File: src/rtl/uart_pkg.sv
// Shared definitions for the UART transmit feeder: default geometry,
// acknowledge window length and the issue FSM state encoding.
package uart_pkg;

  localparam int DEPTH_DEF   = 8;
  localparam int WIDTH_DEF   = 8;
  // Cycles the feeder waits in S_ACK for core_busy before assuming the
  // core took (or ignored) the request.
  localparam int ACK_TIMEOUT = 2;

  typedef enum logic [1:0] {
    S_IDLE = 2'd0,
    S_ACK  = 2'd1,
    S_WAIT = 2'd2
  } tx_state_t;

endpackage

File: src/rtl/uart_tx_feeder_if.sv
// Host/core-facing signal bundle of uart_tx_feeder.
//   master : host and UART core side (drives writes, controls, core_busy)
//   slave  : the feeder (drives tx_data/tx_req and the status outputs)
interface uart_tx_feeder_if
  import uart_pkg::*;
#(
  parameter int WIDTH = WIDTH_DEF,
  parameter int CW    = $clog2(DEPTH_DEF) + 1
);
  logic [WIDTH-1:0] wr_data;
  logic             wr_en;
  logic             flush;
  logic             enable;
  logic             clr_ovf;
  logic             core_busy;
  logic [WIDTH-1:0] tx_data;
  logic             tx_req;
  logic             full;
  logic             empty;
  logic [CW-1:0]    count;
  logic             overflow;
  logic             idle;

  modport master (
    output wr_data, wr_en, flush, enable, clr_ovf, core_busy,
    input  tx_data, tx_req, full, empty, count, overflow, idle
  );

  modport slave (
    input  wr_data, wr_en, flush, enable, clr_ovf, core_busy,
    output tx_data, tx_req, full, empty, count, overflow, idle
  );
endinterface

File: src/rtl/sync_fifo.sv
// Synchronous FIFO with occupancy count.
//   clk, rst  : clock, synchronous active-high reset
//   i_push    : enqueue request (i_wdata)
//   i_pop     : dequeue request; o_rdata is the head before the edge
//   i_flush   : empty the FIFO, suppressing push/pop this cycle
//   o_full/o_empty/o_count : occupancy status
//   o_drop    : push refused because full with no same-cycle pop
module sync_fifo
  import uart_pkg::*;
#(
  parameter int DEPTH = DEPTH_DEF,
  parameter int WIDTH = WIDTH_DEF,
  parameter int CW    = $clog2(DEPTH) + 1
) (
  input  logic             clk,
  input  logic             rst,
  input  logic             i_push,
  input  logic             i_pop,
  input  logic             i_flush,
  input  logic [WIDTH-1:0] i_wdata,
  output logic [WIDTH-1:0] o_rdata,
  output logic             o_full,
  output logic             o_empty,
  output logic [CW-1:0]    o_count,
  output logic             o_drop
);
  localparam int AW = $clog2(DEPTH);

  logic [WIDTH-1:0] r_mem [DEPTH];
  logic [AW-1:0]    r_wr_ptr;
  logic [AW-1:0]    r_rd_ptr;
  logic [CW-1:0]    r_count;
  logic             w_push;
  logic             w_pop;

  assign o_full  = (r_count == CW'(DEPTH));
  assign o_empty = (r_count == '0);
  assign o_count = r_count;
  assign o_rdata = r_mem[r_rd_ptr];

  // When full, the slot freed by a same-cycle pop is the one written, since
  // wr_ptr == rd_ptr and the head is read out before the edge.
  assign w_pop  = i_pop && !o_empty && !i_flush;
  assign w_push = i_push && (!o_full || w_pop) && !i_flush;
  assign o_drop = i_push && o_full && !w_pop && !i_flush;

  always_ff @(posedge clk) begin
    if (w_push) r_mem[r_wr_ptr] <= i_wdata;
  end

  // Pointers wrap naturally because DEPTH is a power of two.
  always_ff @(posedge clk) begin
    if (rst || i_flush) begin
      r_wr_ptr <= '0;
      r_rd_ptr <= '0;
      r_count  <= '0;
    end else begin
      if (w_push) r_wr_ptr <= r_wr_ptr + 1'b1;
      if (w_pop)  r_rd_ptr <= r_rd_ptr + 1'b1;
      case ({w_push, w_pop})
        2'b10:   r_count <= r_count + 1'b1;
        2'b01:   r_count <= r_count - 1'b1;
        default: r_count <= r_count;
      endcase
    end
  end
endmodule

File: src/rtl/uart_tx_feeder.sv
// Transmit buffer and issue stage ahead of the UART core transmitter.
// Bytes are queued in sync_fifo and handed to the core one at a time with
// a one-cycle tx_req pulse, waiting out each frame via core_busy.
//   clk, rst : clock, synchronous active-high reset
//   bus      : uart_tx_feeder_if.slave (host writes/controls, core
//              handshake, status: full/empty/count/overflow/idle)
//
// state  | meaning
// S_IDLE | ready; issues head byte when enabled, queued and core idle
// S_ACK  | request sent; up to ACK_TIMEOUT cycles for core_busy to rise
// S_WAIT | core is sending the frame; wait for core_busy to fall
module uart_tx_feeder
  import uart_pkg::*;
#(
  parameter int DEPTH = DEPTH_DEF,
  parameter int WIDTH = WIDTH_DEF,
  parameter int CW    = $clog2(DEPTH) + 1
) (
  input  logic            clk,
  input  logic            rst,
  uart_tx_feeder_if.slave bus
);
  tx_state_t        r_state;
  tx_state_t        w_state_nxt;
  logic [1:0]       r_ack_cnt;
  logic [1:0]       w_ack_cnt_nxt;
  logic             w_issue;
  logic [WIDTH-1:0] r_tx_data;
  logic             r_tx_req;
  logic             r_overflow;
  logic [WIDTH-1:0] w_head;
  logic             w_empty;
  logic             w_full;
  logic [CW-1:0]    w_count;
  logic             w_drop;

  sync_fifo #(.DEPTH(DEPTH), .WIDTH(WIDTH), .CW(CW)) u_fifo (
    .clk     (clk),
    .rst     (rst),
    .i_push  (bus.wr_en),
    .i_pop   (w_issue),
    .i_flush (bus.flush),
    .i_wdata (bus.wr_data),
    .o_rdata (w_head),
    .o_full  (w_full),
    .o_empty (w_empty),
    .o_count (w_count),
    .o_drop  (w_drop)
  );

  always_comb begin
    w_state_nxt   = r_state;
    w_ack_cnt_nxt = r_ack_cnt;
    w_issue       = 1'b0;
    case (r_state)
      S_IDLE: begin
        if (bus.enable && !w_empty && !bus.core_busy && !bus.flush) begin
          w_issue       = 1'b1;
          w_state_nxt   = S_ACK;
          w_ack_cnt_nxt = 2'(ACK_TIMEOUT - 1);
        end
      end
      S_ACK: begin
        if (bus.core_busy)          w_state_nxt   = S_WAIT;
        else if (r_ack_cnt == 2'd0) w_state_nxt   = S_IDLE;
        else                        w_ack_cnt_nxt = r_ack_cnt - 1'b1;
      end
      S_WAIT: begin
        if (!bus.core_busy) w_state_nxt = S_IDLE;
      end
      default: w_state_nxt = S_IDLE;
    endcase
  end

  always_ff @(posedge clk) begin
    if (rst) begin
      r_state   <= S_IDLE;
      r_ack_cnt <= '0;
    end else begin
      r_state   <= w_state_nxt;
      r_ack_cnt <= w_ack_cnt_nxt;
    end
  end

  // tx_data holds the last issued byte until the next issue.
  always_ff @(posedge clk) begin
    if (rst) begin
      r_tx_req  <= 1'b0;
      r_tx_data <= '0;
    end else begin
      r_tx_req <= w_issue;
      if (w_issue) r_tx_data <= w_head;
    end
  end

  // A drop in the same cycle as clr_ovf keeps the flag set.
  always_ff @(posedge clk) begin
    if (rst)              r_overflow <= 1'b0;
    else if (w_drop)      r_overflow <= 1'b1;
    else if (bus.clr_ovf) r_overflow <= 1'b0;
  end

  assign bus.tx_data  = r_tx_data;
  assign bus.tx_req   = r_tx_req;
  assign bus.full     = w_full;
  assign bus.empty    = w_empty;
  assign bus.count    = w_count;
  assign bus.overflow = r_overflow;
  assign bus.idle     = w_empty && (r_state == S_IDLE) && !bus.core_busy;
endmodule

File: src/flat_wrapper.sv
// flat-port wrapper written by rule: the top's interface ports become plain ports
module uart_tx_feeder_flat import uart_pkg::*;
#(
  parameter int DEPTH = DEPTH_DEF,
  parameter int WIDTH = WIDTH_DEF,
  parameter int CW    = $clog2(DEPTH) + 1
)
  (clk, rst, bus_wr_data, bus_wr_en, bus_flush, bus_enable, bus_clr_ovf, bus_core_busy, bus_tx_data, bus_tx_req, bus_full, bus_empty, bus_count, bus_overflow, bus_idle);
  uart_tx_feeder_if #(.WIDTH(WIDTH), .CW(CW)) bus_i ();
  input  logic clk;
  input  logic rst;
  input wire logic [$bits(bus_i.wr_data)-1:0] bus_wr_data;
  input wire logic [$bits(bus_i.wr_en)-1:0] bus_wr_en;
  input wire logic [$bits(bus_i.flush)-1:0] bus_flush;
  input wire logic [$bits(bus_i.enable)-1:0] bus_enable;
  input wire logic [$bits(bus_i.clr_ovf)-1:0] bus_clr_ovf;
  input wire logic [$bits(bus_i.core_busy)-1:0] bus_core_busy;
  output wire logic [$bits(bus_i.tx_data)-1:0] bus_tx_data;
  output wire logic [$bits(bus_i.tx_req)-1:0] bus_tx_req;
  output wire logic [$bits(bus_i.full)-1:0] bus_full;
  output wire logic [$bits(bus_i.empty)-1:0] bus_empty;
  output wire logic [$bits(bus_i.count)-1:0] bus_count;
  output wire logic [$bits(bus_i.overflow)-1:0] bus_overflow;
  output wire logic [$bits(bus_i.idle)-1:0] bus_idle;
  assign bus_i.wr_data = bus_wr_data;
  assign bus_i.wr_en = bus_wr_en;
  assign bus_i.flush = bus_flush;
  assign bus_i.enable = bus_enable;
  assign bus_i.clr_ovf = bus_clr_ovf;
  assign bus_i.core_busy = bus_core_busy;
  assign bus_tx_data = bus_i.tx_data;
  assign bus_tx_req = bus_i.tx_req;
  assign bus_full = bus_i.full;
  assign bus_empty = bus_i.empty;
  assign bus_count = bus_i.count;
  assign bus_overflow = bus_i.overflow;
  assign bus_idle = bus_i.idle;
  uart_tx_feeder #(.DEPTH(DEPTH), .WIDTH(WIDTH), .CW(CW)) u_core (.clk(clk), .rst(rst), .bus(bus_i));
endmodule
File: config.mk
export PLATFORM = sky130hd
export DESIGN_NAME = uart_tx_feeder_flat
export DESIGN_NICKNAME = d
export VERILOG_FILES = /design/src/rtl/uart_pkg.sv /design/src/rtl/uart_tx_feeder_if.sv /design/src/rtl/sync_fifo.sv /design/src/rtl/uart_tx_feeder.sv /design/src/flat_wrapper.sv
export SDC_FILE = /design/constraint.sdc
export NUM_CORES = 1
export LEC_CHECK = 0
export ABC_AREA = 1
export ABC_CLOCK_PERIOD_IN_PS = 2700
export CORE_ASPECT_RATIO = 1.1
export CORE_MARGIN = 2
export CORE_UTILIZATION = 35
export DETAILED_ROUTE_END_ITERATION = 8
export GPL_TIMING_DRIVEN = 1
export PLACE_DENSITY_LB_ADDON = 0.12
export SYNTH_ARGS = -nofsm -noshare
export SYNTH_HDL_FRONTEND = slang
export SYNTH_HIERARCHICAL = 1
export SYNTH_SLANG_ARGS = --single-unit
File: constraint.sdc
create_clock -name clk -period 2.7 [get_ports clk]
set_clock_uncertainty 0.15 [all_clocks]
set_input_delay 0.27 -clock clk [delete_from_list [all_inputs] [get_ports clk]]
set_output_delay 0.27 -clock clk [all_outputs]
set_load 0.1 [all_outputs]
# Word level (Yosys, flattened, before mapping)
# Memories as Yosys holds them, arrays and structs flattened. A register that Yosys moved wholly into a read port is not among the register bits.
# Index checks and enable logic that the tools add are counted.
# W data, S select, Z words.
# word_totals
ff_bits	16
mem_bits_rw	64
inputBits	15
out_inout_bits	17
word_cells	65
n_memories	1
# mem_list
memory	depth	word_bits	read_ports	rd_clocked_by_memory_dff	write_ports	line_no	text
u_core.u_fifo.r_mem	8	8	1	1	1	sync_fifo.sv:29	logic [WIDTH-1:0] r_mem [DEPTH];
# op_classes
addsub	5
n_eq_ne	10
n_mux	15
reduce_logical	27
# ops
operator	count
$logic_and A1 B1 Y1	12
$mux W2	6
$pmux W4 S2	1
$add A3 B1 Y3 const B	2
$mux W1	6
$ne A2 B2 Y1 const B	3
$pmux W2 S3	1
$reduce_bool A2 Y1	3
$logic_not A1 Y1	5
$add A4 B1 Y4 const B	1
$eq A2 B1 Y1 const B	2
$eq A2 B2 Y1 const B	2
$eq A4 B4 Y1 const B	1
$logic_not A2 Y1	2
$logic_not A4 Y1	1
$pmux W2 S2	1
$reduce_and A4 Y1	1
$sub A4 B1 Y4 const B	1
$ne A3 B2 Y1 const B	1
$reduce_and A3 Y1	1
$logic_or A1 B1 Y1	2
$ne A2 B1 Y1 const B	1
$sub A2 B1 Y2 const B	1

# Logic depth before layout (Yosys ltp)
# depth
word_depth	14
mapped_depth	20
ltp_nobuf	19

# By module
# The synthesis kept the hierarchy.
# modules_own_cells
module	instances	cells_per_inst	area_per_inst_um2	seq_area_each_um2
sync_fifo	1	286	3266.9	2182.1
uart_tx_feeder	1	93	613.1	280.3

# Worst setup path after synthesis
# Ideal clock, no wire load.
# synth_path
path_type	register -> register
start	register u_core.u_fifo.r_count[3] (netlist: u_core/u_fifo/o_count[3])
end	register u_core.u_fifo.r_count[2] (netlist: u_core/u_fifo/o_count[2])
arrival_ns	3.650
t_required_ns	2.435
slack_ns	-1.215
stages_incl_launch_ff	20
n_path_buf	1
period_less_slack_ns	3.915
path_cell_list	dfxtp_1 -> inv_1 -> nand3_2 -> inv_1 -> nor2_1 -> nand3_2 -> buf_2 -> inv_1 -> nand3_4 -> nand2_4 -> nand2_4 -> ha_1 -> nand2_1 -> inv_1 -> nor2_1 -> ha_1 -> a21oi_1 -> xnor2_1 -> o21ai_0 -> inv_1
# synth_between
elab_chain_len	14
# synth_rtl
element	line_no	text
from (decl)	sync_fifo.sv:32	logic [CW-1:0] r_count;
from (signal assigned)	sync_fifo.sv:61	2'b10: r_count <= r_count + 1'b1;
from (signal assigned)	sync_fifo.sv:62	2'b01: r_count <= r_count - 1'b1;
from (signal assigned)	sync_fifo.sv:63	default: r_count <= r_count;
$logic_not A4 Y1 *	sync_fifo.sv:37	assign o_empty = (r_count == '0);
named net bus_empty	flat_wrapper.sv:21	output wire logic [$bits(bus_i.empty)-1:0] bus_empty;
$logic_not A1 Y1 *	uart_tx_feeder.sv:57	if (bus.enable && !w_empty && !bus.core_busy && !bus.flush) begin
$logic_and A1 B1 Y1 * (3 in series)	uart_tx_feeder.sv:57	
$mux W1 *	uart_tx_feeder.sv:57	
$mux W1 *	uart_tx_feeder.sv:55	case (r_state)
named net u_core.w_issue	uart_tx_feeder.sv:27	logic w_issue;
$logic_and A1 B1 Y1 * (2 in series)	sync_fifo.sv:43	assign w_pop = i_pop && !o_empty && !i_flush;
$logic_or A1 B1 Y1	sync_fifo.sv:44	assign w_push = i_push && (!o_full || w_pop) && !i_flush;
$logic_and A1 B1 Y1 (2 in series)	sync_fifo.sv:44	
$eq A2 B1 Y1 / $eq A2 B2 Y1 (equally long branches)	sync_fifo.sv:60	case ({w_push, w_pop})
$pmux W4 S2 / $reduce_bool A2 Y1 (equally long branches)	n/a	
# The timed path passes the listed nets; every way through them passes the cells marked *.
# A chain may end at the register's enable or synchronous reset.

# Final worst setup path
# layout_path
start	register u_core.u_fifo.r_count[2] (netlist: u_core/u_fifo/o_count[2])
end	register u_core.u_fifo.r_count[2] (netlist: u_core/u_fifo/o_count[2])
# layout_between
elab_chain_len	14
# layout_rtl
element	line_no
$logic_not A4 Y1 *	sync_fifo.sv:37
$logic_not A1 Y1 *	uart_tx_feeder.sv:57
$logic_and A1 B1 Y1 * (3 in series)	uart_tx_feeder.sv:57
$mux W1 *	uart_tx_feeder.sv:57
$mux W1 *	uart_tx_feeder.sv:55
named net u_core.w_issue	uart_tx_feeder.sv:27
$logic_and A1 B1 Y1 * (2 in series)	sync_fifo.sv:43
$logic_or A1 B1 Y1	sync_fifo.sv:44
$logic_and A1 B1 Y1 (2 in series)	sync_fifo.sv:44
$eq A2 B1 Y1 / $eq A2 B2 Y1 (equally long branches)	sync_fifo.sv:60
$pmux W4 S2 / $reduce_bool A2 Y1 (equally long branches)	n/a
# Marks and branches as above.

==> results.json <==
{
  "critical_path_arrival_ns": 2.53,
  "power_per_cell_area_nw_per_um2": 606.3,
  "insertion_delay_ns": 0.34,
  "synth.cells.most_frequent": "sky130_fd_sc_hd__nand2_1, sky130_fd_sc_hd__nor2_1, sky130_fd_sc_hd__edfxtp_1",
  "final_count_of_negative_setup_slack_endpoints": 0,
  "synth_edf_count": 64,
  "first_global_vias": 2598,
  "slew-limit-headroom": 0.7039,
  "cts_hold_buf": 0,
  "grt_max_degree": 33,
  "crit_type": "flip-flop to flip-flop",
  "grt_first_pass_wirelength_mm": 13.19,
  "synth-adder-area-share": 0.01935,
  "grtUsageTotal": 0.1462,
  "globalplace.congestion": 0.7672,
  "routed_wl_mm": 8.019,
  "proportion_of_layout_cells_with_a_drive_suffix_above_1": 0.1749,
  "p_sw_frac": 0.2326,
  "cell_internal_pwr_w": 0.002182,
  "critical_path.max_stage_delay_ns": 0.40,
  "yosysUniqueCellTypes": 28,
  "wl_per_cell_um": 14.07,
  "floorplan.core_area_um2": 10860,
  "netlist_top_cells_area": "sky130_fd_sc_hd__edfxtp_1, sky130_fd_sc_hd__dfxtp_1, sky130_fd_sc_hd__nand2_1",
  "postSynth.asyncResetShare": 0,
  "place.detailed.instances": 554,
  "syn_inst": 379,
  "synthXorXnorAreaFrac": 0.009029,
  "hold_viol_final": 0,
  "fin_crit_sh": 0.9037,
  "final_area_um2": 4690,
  "final_nets": 439,
  "rsz0062_at_grt": "no",
  "combinationalPowerShare": 0.065,
  "ys_seq_area_frac": 0.6346,
  "cts-resized-gates": 0,
  "die_w_um": 104.4,
  "path_cells": "inv_4 -> nand3_4 -> clkinvlp_4 -> nor2_2 -> nand3_2 -> inv_4 -> nand3_4 -> nand2_4 -> nand2_4 -> ha_4 -> nand2_1 -> inv_1 -> nor2_2 -> ha_2 -> a21oi_1 -> xnor2_1 -> o21ai_1 -> inv_1",
  "cts.sink_count": 91,
  "antenna_violating_nets_post_route": 0,
  "clock_tree_from_tritoncts": "yes",
  "synth.area.mux_share": 0.02064,
  "synth.ff_latch_count": 91,
  "worst_setup_hold_path_clk_slew_ns": 0.06,
  "synth_area_leader_cell": "sky130_fd_sc_hd__edfxtp_1",
  "netlist.area_leader.share": 0.4953,
  "detailed_place_hpwl_mm": 5.282,
  "die-height_um": 114.4,
  "power_frac_seq": 0.532,
  "finalCriticalPeriod_ns": 2.440,
  "cts_htree_levels": 3,
  "place_worst_setup_slack_ns": 0.1093,
  "grt_antenna_before_repair": 0,
  "clk_path_buf_depth": 2,
  "irDropWorstVdd_mv": 0.2712,
  "final_cell_count_no_fill": 570,
  "buffer_ports.inserted": 31,
  "syn-cell-area_um2": 3880,
  "critical_path_buf_inv_count": 5,
  "final_critical_path_setup_slack_ns": 0.2601,
  "p_switching_w": 0.0006613,
  "cell_leakage_power_nw": 1.779,
  "synth-warning-count": 6,
  "via_per_inst": 4.653,
  "placement_stage_cell_area_um2": 4419,
  "critPathMaxFanout": 7,
  "ys.flop_type": "sky130_fd_sc_hd__edfxtp_1",
  "setup_fix_buffers_added_after_clock_tree_synthesis": 0,
  "cts_inserted_buffers": 9,
  "max_capacitance_violation_total": 0,
  "via_count": 2652,
  "std_cell_rows": 40,
  "min-delay-path-class": "flip-flop to flip-flop",
  "cp-end-kind": "flip-flop",
  "timing_worst_slew_pin_value_ns": 0.4435,
  "cp_data_required_time_ns": 2.79,
  "maxClockFrequency_mhz": 409.9,
  "net_count_of_the_mapped_netlist": 400,
  "timing.critical_path.slowest_stage_cell": "sky130_fd_sc_hd__dfxtp_4",
  "area_growth_syn_to_layout_pct": 20.86,
  "synth_compound_gate_area_share": 0.07610,
  "power_w": 0.002843,
  "post_synth_and_or_nand_nor_area_fraction": 0.1857,
  "pwr-share-clk": 0.402,
  "status": "finished, final reports clean",
  "synth_top_family_by_area": "simple AND/OR/NAND/NOR gates",
  "cp_top_family": "simple AND/OR/NAND/NOR gates",
  "drt_first_pass_iters": 4,
  "syn_area_per_cell_um2": 10.24,
  "antenna-diode-count": 0,
  "worst_setup_path_start_kind": "flip-flop",
  "boundaryPins": 32,
  "clock-root-buffer": "sky130_fd_sc_hd__clkbuf_16",
  "number_of_pins_exceeding_their_max_slew_limit_in_the_final_report": 0,
  "number_of_drc_violations_after_detailed_routing_iteration_0": 99,
  "start_util": 0.3573,
  "grt_overflow": 0,
  "drc_errors": 0,
  "die_area_um2": 11940
}
[worst register-to-register path: stages (launching register included)]
cell	delay [ns]
sky130_fd_sc_hd__dfxtp_4	0.40
sky130_fd_sc_hd__inv_4	0.05
sky130_fd_sc_hd__nand3_4	0.11
sky130_fd_sc_hd__clkinvlp_4	0.11
sky130_fd_sc_hd__nor2_2	0.09
sky130_fd_sc_hd__nand3_2	0.09
sky130_fd_sc_hd__inv_4	0.07
sky130_fd_sc_hd__nand3_4	0.10
sky130_fd_sc_hd__nand2_4	0.14
sky130_fd_sc_hd__nand2_4	0.10
sky130_fd_sc_hd__ha_4	0.19
sky130_fd_sc_hd__nand2_1	0.06
sky130_fd_sc_hd__inv_1	0.05
sky130_fd_sc_hd__nor2_2	0.12
sky130_fd_sc_hd__ha_2	0.17
sky130_fd_sc_hd__a21oi_1	0.04
sky130_fd_sc_hd__xnor2_1	0.12
sky130_fd_sc_hd__o21ai_1	0.11
sky130_fd_sc_hd__inv_1	0.04
[power by group through the flow]
| stage | logic, W | registers (W) | clock network [W] |
|---|---|---|---|
| after detailed placement | 0.000189 | 0.00154 | 0 |
| after CTS | 0.000189 | 0.00151 | 0.00118 |
| after global placement | 0.000188 | 0.00154 | 0 |
| final | 0.000186 | 0.00151 | 0.00114 |
| after global routing | 0.000202 | 0.00151 | 0.00124 |
| after floorplan | 0.0000883 | 0.00158 | 0 |
[state kept, by name, indices dropped and copies added (netlist names), 2 cells and up, named ones only]
name,cells
u_core/u_fifo/r_mem,64
u_core/bus.tx_data,8
u_core/u_fifo/o_count,4
u_core/u_fifo/r_rd_ptr,3
u_core/u_fifo/r_wr_ptr,3
u_core/r_ack_cnt,2
u_core/r_state,2
[per-stage QoR]
stage	utilization	hold slack (ns)	setup TNS (ns)
floorplan	-	0.1891	-10.03
global placement	0.4069	0.3242	0
detailed placement	0.4069	0.3322	0
CTS	0.4318	0.3483	0
global route	0.4318	0.3623	0
finish	0.4318	0.3430	0
[placed cells by master (no fill, tap or decap)]
cell type / synthesis / layout
sky130_fd_sc_hd__nor2_2: 3 / 5
sky130_fd_sc_hd__nand3_1: 7 / 7
sky130_fd_sc_hd__clkinvlp_4: 0 / 3
sky130_fd_sc_hd__edfxtp_1: 64 / 64
sky130_fd_sc_hd__o21ai_0: 24 / 23
sky130_fd_sc_hd__nand2_1: 70 / 70
sky130_fd_sc_hd__clkbuf_1: 2 / 1
sky130_fd_sc_hd__ha_2: 0 / 1
sky130_fd_sc_hd__clkbuf_16: 0 / 9
sky130_fd_sc_hd__nor2_4: 1 / 6
sky130_fd_sc_hd__nand4_1: 1 / 1
sky130_fd_sc_hd__nand2_4: 2 / 2
sky130_fd_sc_hd__nand3_4: 2 / 3
sky130_fd_sc_hd__nand2_2: 1 / 1
sky130_fd_sc_hd__inv_1: 35 / 32
sky130_fd_sc_hd__o22ai_1: 8 / 8
sky130_fd_sc_hd__inv_6: 0 / 1
sky130_fd_sc_hd__ha_1: 6 / 4
sky130_fd_sc_hd__dfxtp_1: 27 / 23
sky130_fd_sc_hd__ha_4: 0 / 1
sky130_fd_sc_hd__xor2_1: 2 / 2
sky130_fd_sc_hd__inv_4: 0 / 2
sky130_fd_sc_hd__clkinv_4: 0 / 1
sky130_fd_sc_hd__clkinv_2: 0 / 1
sky130_fd_sc_hd__nor2_1: 70 / 63
sky130_fd_sc_hd__mux2i_1: 8 / 8
sky130_fd_sc_hd__clkdlybuf4s50_1: 0 / 14
sky130_fd_sc_hd__o21ai_1: 10 / 11
sky130_fd_sc_hd__a21oi_1: 15 / 15
sky130_fd_sc_hd__nor3_2: 4 / 4
sky130_fd_sc_hd__xnor2_1: 2 / 2
sky130_fd_sc_hd__clkinv_1: 0 / 1
sky130_fd_sc_hd__dfxtp_4: 0 / 4
sky130_fd_sc_hd__inv_2: 3 / 3
sky130_fd_sc_hd__buf_4: 2 / 26
sky130_fd_sc_hd__nand3_2: 2 / 1
[logic make-up (layout without fill, tap and decap cells)]
kind of cell	Yosys count	after routing
AOI/OAI and AO/OA	57	57
xor gates and xnor gates	4	4
adders and majority gates	6	6
buffers and inverters	50	94
DFF	91	91
muxes	8	8
and+or+nand+nor	163	163
[final cells by class]
| type | instances | area (µm²) |
|---|---|---|
| timing repair buffer | 40 | 335.3 |
| clock buffer | 10 | 229.0 |
| tap | 147 | 183.9 |
| multi-input combinational | 238 | 1271 |
| clock inverter | 6 | 41.29 |
| inverter | 38 | 151.4 |
| fill | 1078 | 6171 |
| sequential | 91 | 2477 |
[path summary, 6_finish.rpt]
path	from	end	slack, ns	cells after the start
min reg2reg	u_core/bus.overflow	u_core/bus.overflow	0.34	2
max reg2reg	u_core/u_fifo/o_count[2]	u_core/u_fifo/o_count[2]	0.26	18
max	u_core/u_fifo/o_count[2]	u_core/u_fifo/o_count[2]	0.26	18
min	u_core/bus.overflow	u_core/bus.overflow	0.34	2
[metal layers]
layer,part of all wire,track usage
met2,0.50,0.2492
met3,0.028,0.02334
met4,0.021,0.07838
met5,0,0
met1,0.45,0.1790
Power figures use the tool's default switching activity.
